### src/rtl/apb_cmd_master.sv
// apb_cmd_master
//   Fabric-side APB3 initiator. Converts a valid/ready command stream into
//   single APB3 read/write transfers, one outstanding at a time, and returns
//   exactly one response beat per transfer.
//
// Ports
//   PCLK, PRESET      : clock, synchronous active-high reset
//   cmd_*             : command stream (valid/ready, write, addr, wdata)
//   rsp_*             : response stream (valid/ready, rdata, err, timeout)
//   PSEL..PSLVERR     : APB3 initiator signals
//
// Build option
//   APB_MASTER_TIMEOUT_EN : when defined, an ACCESS phase that waits
//   TIMEOUT_CYCLES cycles with PREADY low is aborted and answered with
//   rsp_err=1, rsp_timeout=1. When undefined, ACCESS waits indefinitely and
//   rsp_timeout is tied low.

module apb_cmd_master #(
  parameter int unsigned ADDR_W         = 32,
  parameter int unsigned DATA_W         = 32,
  parameter int unsigned TIMEOUT_CYCLES = 255
) (
  input  logic              PCLK,
  input  logic              PRESET,
  input  logic              cmd_valid,
  output logic              cmd_ready,
  input  logic              cmd_write,
  input  logic [ADDR_W-1:0] cmd_addr,
  input  logic [DATA_W-1:0] cmd_wdata,
  output logic              rsp_valid,
  input  logic              rsp_ready,
  output logic [DATA_W-1:0] rsp_rdata,
  output logic              rsp_err,
  output logic              rsp_timeout,
  output logic              PSEL,
  output logic              PENABLE,
  output logic              PWRITE,
  output logic [ADDR_W-1:0] PADDR,
  output logic [DATA_W-1:0] PWDATA,
  input  logic [DATA_W-1:0] PRDATA,
  input  logic              PREADY,
  input  logic              PSLVERR
);

  if (TIMEOUT_CYCLES < 1 || TIMEOUT_CYCLES > 65535) begin : g_bad_timeout
    $error("apb_cmd_master: TIMEOUT_CYCLES must be in 1..65535");
  end

  typedef enum logic [1:0] {
    ST_IDLE,
    ST_SETUP,
    ST_ACCESS,
    ST_RESP
  } state_e;

  state_e              state_q, state_d;
  logic                cmd_ready_q, cmd_ready_d;
  logic                psel_q, psel_d;
  logic                penable_q, penable_d;
  logic                pwrite_q, pwrite_d;
  logic [ADDR_W-1:0]   paddr_q, paddr_d;
  logic [DATA_W-1:0]   pwdata_q, pwdata_d;
  logic                rsp_valid_q, rsp_valid_d;
  logic [DATA_W-1:0]   rsp_rdata_q, rsp_rdata_d;
  logic                rsp_err_q, rsp_err_d;

`ifdef APB_MASTER_TIMEOUT_EN
  localparam logic [15:0] TO_LIMIT = 16'(TIMEOUT_CYCLES);
  logic [15:0] cnt_q, cnt_d;
  logic        rsp_timeout_q, rsp_timeout_d;
`endif

  always_comb begin
    state_d     = state_q;
    cmd_ready_d = cmd_ready_q;
    psel_d      = psel_q;
    penable_d   = penable_q;
    pwrite_d    = pwrite_q;
    paddr_d     = paddr_q;
    pwdata_d    = pwdata_q;
    rsp_valid_d = rsp_valid_q;
    rsp_rdata_d = rsp_rdata_q;
    rsp_err_d   = rsp_err_q;
`ifdef APB_MASTER_TIMEOUT_EN
    cnt_d         = cnt_q;
    rsp_timeout_d = rsp_timeout_q;
`endif

    unique case (state_q)
      ST_IDLE: begin
        if (cmd_valid && cmd_ready_q) begin
          pwrite_d    = cmd_write;
          paddr_d     = cmd_addr;
          pwdata_d    = cmd_write ? cmd_wdata : '0;
          psel_d      = 1'b1;
          penable_d   = 1'b0;
          cmd_ready_d = 1'b0;
          state_d     = ST_SETUP;
        end
      end

      ST_SETUP: begin
        penable_d = 1'b1;
        state_d   = ST_ACCESS;
`ifdef APB_MASTER_TIMEOUT_EN
        cnt_d     = '0;
`endif
      end

      ST_ACCESS: begin
        // A ready slave takes priority over a timeout reached in the same cycle.
        if (PREADY) begin
          rsp_rdata_d = pwrite_q ? '0 : PRDATA;
          rsp_err_d   = PSLVERR;
          rsp_valid_d = 1'b1;
          psel_d      = 1'b0;
          penable_d   = 1'b0;
          state_d     = ST_RESP;
`ifdef APB_MASTER_TIMEOUT_EN
          rsp_timeout_d = 1'b0;
`endif
        end
`ifdef APB_MASTER_TIMEOUT_EN
        else if (cnt_q == TO_LIMIT) begin
          rsp_rdata_d   = '0;
          rsp_err_d     = 1'b1;
          rsp_timeout_d = 1'b1;
          rsp_valid_d   = 1'b1;
          psel_d        = 1'b0;
          penable_d     = 1'b0;
          state_d       = ST_RESP;
        end else begin
          cnt_d = cnt_q + 16'd1;
        end
`endif
      end

      ST_RESP: begin
        if (rsp_ready) begin
          rsp_valid_d = 1'b0;
          cmd_ready_d = 1'b1;
          state_d     = ST_IDLE;
        end
      end

      default: begin
        state_d = ST_IDLE;
      end
    endcase
  end

  always_ff @(posedge PCLK) begin
    if (PRESET) begin
      state_q     <= ST_IDLE;
      cmd_ready_q <= 1'b1;
      psel_q      <= 1'b0;
      penable_q   <= 1'b0;
      pwrite_q    <= 1'b0;
      paddr_q     <= '0;
      pwdata_q    <= '0;
      rsp_valid_q <= 1'b0;
      rsp_rdata_q <= '0;
      rsp_err_q   <= 1'b0;
`ifdef APB_MASTER_TIMEOUT_EN
      cnt_q         <= '0;
      rsp_timeout_q <= 1'b0;
`endif
    end else begin
      state_q     <= state_d;
      cmd_ready_q <= cmd_ready_d;
      psel_q      <= psel_d;
      penable_q   <= penable_d;
      pwrite_q    <= pwrite_d;
      paddr_q     <= paddr_d;
      pwdata_q    <= pwdata_d;
      rsp_valid_q <= rsp_valid_d;
      rsp_rdata_q <= rsp_rdata_d;
      rsp_err_q   <= rsp_err_d;
`ifdef APB_MASTER_TIMEOUT_EN
      cnt_q         <= cnt_d;
      rsp_timeout_q <= rsp_timeout_d;
`endif
    end
  end

  assign cmd_ready = cmd_ready_q;
  assign PSEL      = psel_q;
  assign PENABLE   = penable_q;
  assign PWRITE    = pwrite_q;
  assign PADDR     = paddr_q;
  assign PWDATA    = pwdata_q;
  assign rsp_valid = rsp_valid_q;
  assign rsp_rdata = rsp_rdata_q;
  assign rsp_err   = rsp_err_q;
`ifdef APB_MASTER_TIMEOUT_EN
  assign rsp_timeout = rsp_timeout_q;
`else
  assign rsp_timeout = 1'b0;
`endif

endmodule

### config.mk
export PLATFORM = sky130hd
export DESIGN_NAME = apb_cmd_master
export DESIGN_NICKNAME = d
export VERILOG_FILES = /design/src/rtl/apb_cmd_master.sv
export SDC_FILE = /design/constraint.sdc
export NUM_CORES = 1
export LEC_CHECK = 0
export CAP_MARGIN = 10
export CORE_MARGIN = 4
export CORE_UTILIZATION = 43
export DETAILED_ROUTE_END_ITERATION = 6
export PLACE_DENSITY_LB_ADDON = 0.08
export SLEW_MARGIN = 10
export SYNTH_ARGS = -nofsm -noshare
export SYNTH_HDL_FRONTEND = slang
export SYNTH_SLANG_ARGS = --single-unit
export TNS_END_PERCENT = 10
### constraint.sdc
create_clock -name PCLK -period 3.2 [get_ports PCLK]
set_clock_uncertainty 0.15 [all_clocks]
set_input_delay 0.48 -clock PCLK [delete_from_list [all_inputs] [get_ports PCLK]]
set_output_delay 0.48 -clock PCLK [all_outputs]
set_load 0.03 [all_outputs]
==> summary.txt <==
Layout
  – Growth of design area from synthesis to finish: 54.4%
  – Number of nets in the layout: 768
  – Most common cell after layout, fill and taps aside: sky130_fd_sc_hd__clkdlybuf4s50_1
  – Highest-count cells in the layout ignoring fill and taps: 203 x sky130_fd_sc_hd__clkdlybuf4s50_1, 132 x sky130_fd_sc_hd__nand2_1, 104 x sky130_fd_sc_hd__dfxtp_1
  – Fin cells: 776
  – Diodes inserted: 0
  – Share of final-layout standard cells stronger than drive strength 1: 0.0451

Synthesis
  – Fraction of synthesized cell area in xor and xnor cells: 0
  – Number of storage elements in the synthesis netlist: 104
  – Sequential element share of the synthesized area: 0.518
  – Mux cell area share after synthesis: 0.00995
  – Nets in the synthesized netlist: 589
  – Fraction of synthesis flops using an asynchronous set or reset pin: 0
  – Cell count after synthesis: 481
  – Main combinational cell family by area after synthesis: simple AND/OR/NAND/NOR gates
  – Fraction of the mapped netlist area in compound gates: 0.135
  – Library cells used by synthesis: 26
  – Area share of fa/ha/maj cells after synthesis: 0.0156
  – Syn_area_per_cell: 8.36 µm²
  – Post-synthesis instance area: 4020 µm²
  – Warning count from the yosys run: 0
  – Count of flip-flops with a built-in enable after synthesis: 0
  – Simple-gate area share of the yosys netlist: 0.260
  – Commonest register cell after synthesis: sky130_fd_sc_hd__dfxtp_1

Worst hold path
  – Number of cells on the worst hold path: 2
  – Worst hold-check path type: flop to flop
  – Startpoint of the lowest-slack hold path: rsp_rdata[4]
  – Sink of the worst hold path: rsp_rdata[4]

Floorplanning
  – Site Rows: 35
  – IO Count: 206
  – Placeable core region: 9150 µm²
  – Die X: 105 µm
  – Die footprint: 11,000 µm²
  – Starting density of the core: 0.440
  – Die Span Y: 105 µm

Critical path
  – R2r startpoint: state_q[0]
  – Startpoint type of the worst setup path: flop
  – Reg2reg end: PWDATA[11]
  – Arrival time of data at the critical path endpoint: 1.52 ns
  – Nature of the critical path endpoint: output port
  – Worst path required time: 2.57 ns
  – Critical path peak fanout: 6
  – Cell family contributing the most delay on the critical path: buffers and inverters
  – Sequence of cells on the critical path: clkdlybuf4s50_1
  – Logic depth of the worst register-to-register path: 5
  – Critical Path Slowest Stage Cell: sky130_fd_sc_hd__clkdlybuf4s50_1
  – Setup slack of the most critical reg-to-reg path: 1.13 ns
  – Worst Path Buf+Inv: 1
  – Worst Setup Path Type: flop to output port
  – CP max stage delay: 0.71 ns

Global route
  – First-pass GRT wire length: 19,200 µm
  – Gr ovfl total: 0
  – Vias in the first global route: 3,905
  – Number of antenna violations at the first check in global routing: 0
  – Pin count of the biggest net entering global routing: 93
  – Total track usage: 0.210

Drt
  – Vias: 3,986
  – Mean routed wirelength per cell: 15.4 µm
  – Post-detailed-routing wire length: 11,900 µm
  – Initial DRT Pass Iterations: 4
  – Remaining antenna violation count: 0
  – Via-per-instance ratio: 5.14
  – Remaining DRCs: 0
  – Violation count after the first detailed-route iteration: 187

Placement
  – Quantity of I/O buffers inserted on ports: 204
  – Placed cell count: 760
  – Detail Placement HPWL: 8200 µm
  – Weighted congestion at the end of routability-driven global placement: 0.811

Clock network
  – Clock transition at the registers of the reported paths: 0.10 ns
  – Total of cells resized after clock tree synthesis: 0
  – CTS Buf Count: 9
  – Setup fix buffers added after clock tree synthesis: 0
  – Cell chosen for the clock root: sky130_fd_sc_hd__clkbuf_8
  – Cts hold-fix bufs: 0
  – CTS tree: done
  – CTS Sinks: 104
  – CTS H-tree lvls: 3
  – Clock latency reported for the late side of the worst-skew pair: 0.35 ns
  – Number of buffers on the longest clock path: 2

STA
  – Final period utilization: 0.672
  – RSZ-0062 raised after global routing: false
  – Smallest hold slack: 0.302 ns
  – Final critical delay including setup and external delays: 2.15 ns
  – Max frequency: 465 MHz
  – Transition time of the tightest slew-check pin: 0.967 ns
  – Finish-stage setup viols: 0
  – Final Max Tran Viols: 0
  – Hold Violations, Final: 0
  – Setup tns final: 0 ns
  – Rel. slew slack: 0.355

Pwr
  – Net Sw Frac: 0.387
  – Maximum VDD drop: 0.289 mV
  – Portion of total power attributed to sequential cells: 0.401
  – Power density over the cells: 639 nW/µm²
  – Internal: 2430 µW
  – Leakage power total: 0.00213 µW
  – Share of total power in the clock network: 0.187
  – Sw power: 1540 µW
  – Share of power burned in combinational logic: 0.412

Job
  – Number of violations of the max-capacitance limit: 0

Run status
  – Outcome: completed
-- metal layers --
| metal | up-vias | GRT usage | wire, µm |
|---|---|---|---|
| met5 | - | 0 | 0 |
| met2 | 145 | 0.350 | 5700 |
| met4 | 0 | 0.0703 | 196 |
| li1 | 1982 | - | - |
| met3 | 15 | 0.0729 | 1130 |
| met1 | 1844 | 0.252 | 4910 |
-- registers in the layout, summed over array words and instances, names as in the netlist --
register   cells
rsp_err        1
PENABLE        1
PSEL           1
PWDATA        32
rsp_valid      1
cmd_ready      1
PWRITE         1
rsp_rdata     32
PADDR         32
state_q        2
-- cell families (layout without fill, tap and decap cells) --
kind of cell / Yosys count / count (layout)
DFF: 104 / 104
and+or+nand+nor: 213 / 213
muxes: 4 / 4
adders and majority gates: 5 / 5
AOI/OAI and AO/OA: 106 / 106
other: 1 / 1
buffers and inverters: 48 / 232
-- Yosys cell counts (4+ instances only) --
| master | count | area (µm²) |
|---|---|---|
| sky130_fd_sc_hd__nand4b_1 | 33 | 289 |
| sky130_fd_sc_hd__nand2b_1 | 5 | 31.3 |
| sky130_fd_sc_hd__buf_6 | 4 | 45.0 |
| sky130_fd_sc_hd__ha_1 | 5 | 62.6 |
| sky130_fd_sc_hd__nand2_1 | 132 | 495 |
| sky130_fd_sc_hd__dfxtp_1 | 104 | 2080 |
| sky130_fd_sc_hd__nand3_1 | 35 | 175 |
| sky130_fd_sc_hd__buf_2 | 16 | 80.1 |
| sky130_fd_sc_hd__clkbuf_1 | 17 | 63.8 |
| sky130_fd_sc_hd__mux2i_1 | 4 | 40.0 |
| sky130_fd_sc_hd__buf_1 | 6 | 22.5 |
| sky130_fd_sc_hd__a21oi_1 | 101 | 505 |
-- worst max path at each step --
| stage | startpoint | endpoint | slack [ns] | cells after the start |
|---|---|---|---|---|
| detailed placement | cmd_valid | PWDATA[24] | 0.90 | 4 |
| global placement | cmd_valid | PWDATA[20] | 0.97 | 4 |
| global route | state_q[0] | PADDR[4] | 0.97 | 6 |
| CTS | cmd_ready | cmd_ready | 1.03 | 1 |
| floorplan | state_q[0] | state_q[0] | 1.49 | 5 |
| finish | cmd_ready | cmd_ready | 1.05 | 1 |
-- tightest hold or removal path, stage by stage, from the launching register on --
cell                      delay (ns)
sky130_fd_sc_hd__dfxtp_1        0.32
sky130_fd_sc_hd__nand2_1        0.05
sky130_fd_sc_hd__a21oi_1        0.05
-- through the flow --
stage | area, µm² | worst slack (ns) | total power (µW) | util
6_report | 6210 | 1.05 | 3970 | 0.679
5_1_grt | 6210 | 0.970 | 4200 | 0.679
4_1_cts | 6210 | 1.03 | 4010 | 0.679
3_5_place_dp | 6040 | 0.899 | 3270 | 0.660
3_3_place_gp | 6040 | 0.972 | 3240 | 0.660
2_1_floorplan | 4020 | 1.49 | 2680 | -
-- power groups by stage --
stage	Clock (µW)	Combinational, µW	Sequential, µW
after detailed placement	0	1640	1620
final	743	1640	1590
after CTS	763	1650	1590
after global placement	0	1620	1610
after global routing	812	1760	1620
after floorplan	0	711	1970
-- layout make-up --
class	instances	area (µm²)
flip-flops and latches	104	2080
repair buffers	213	2110
multi-input cells	329	1700
inverters	3	11.3
clock buffers	10	128
clock inverters	6	43.8
well taps	111	139
fillers	771	2940
Power figures use the tool's default switching activity.
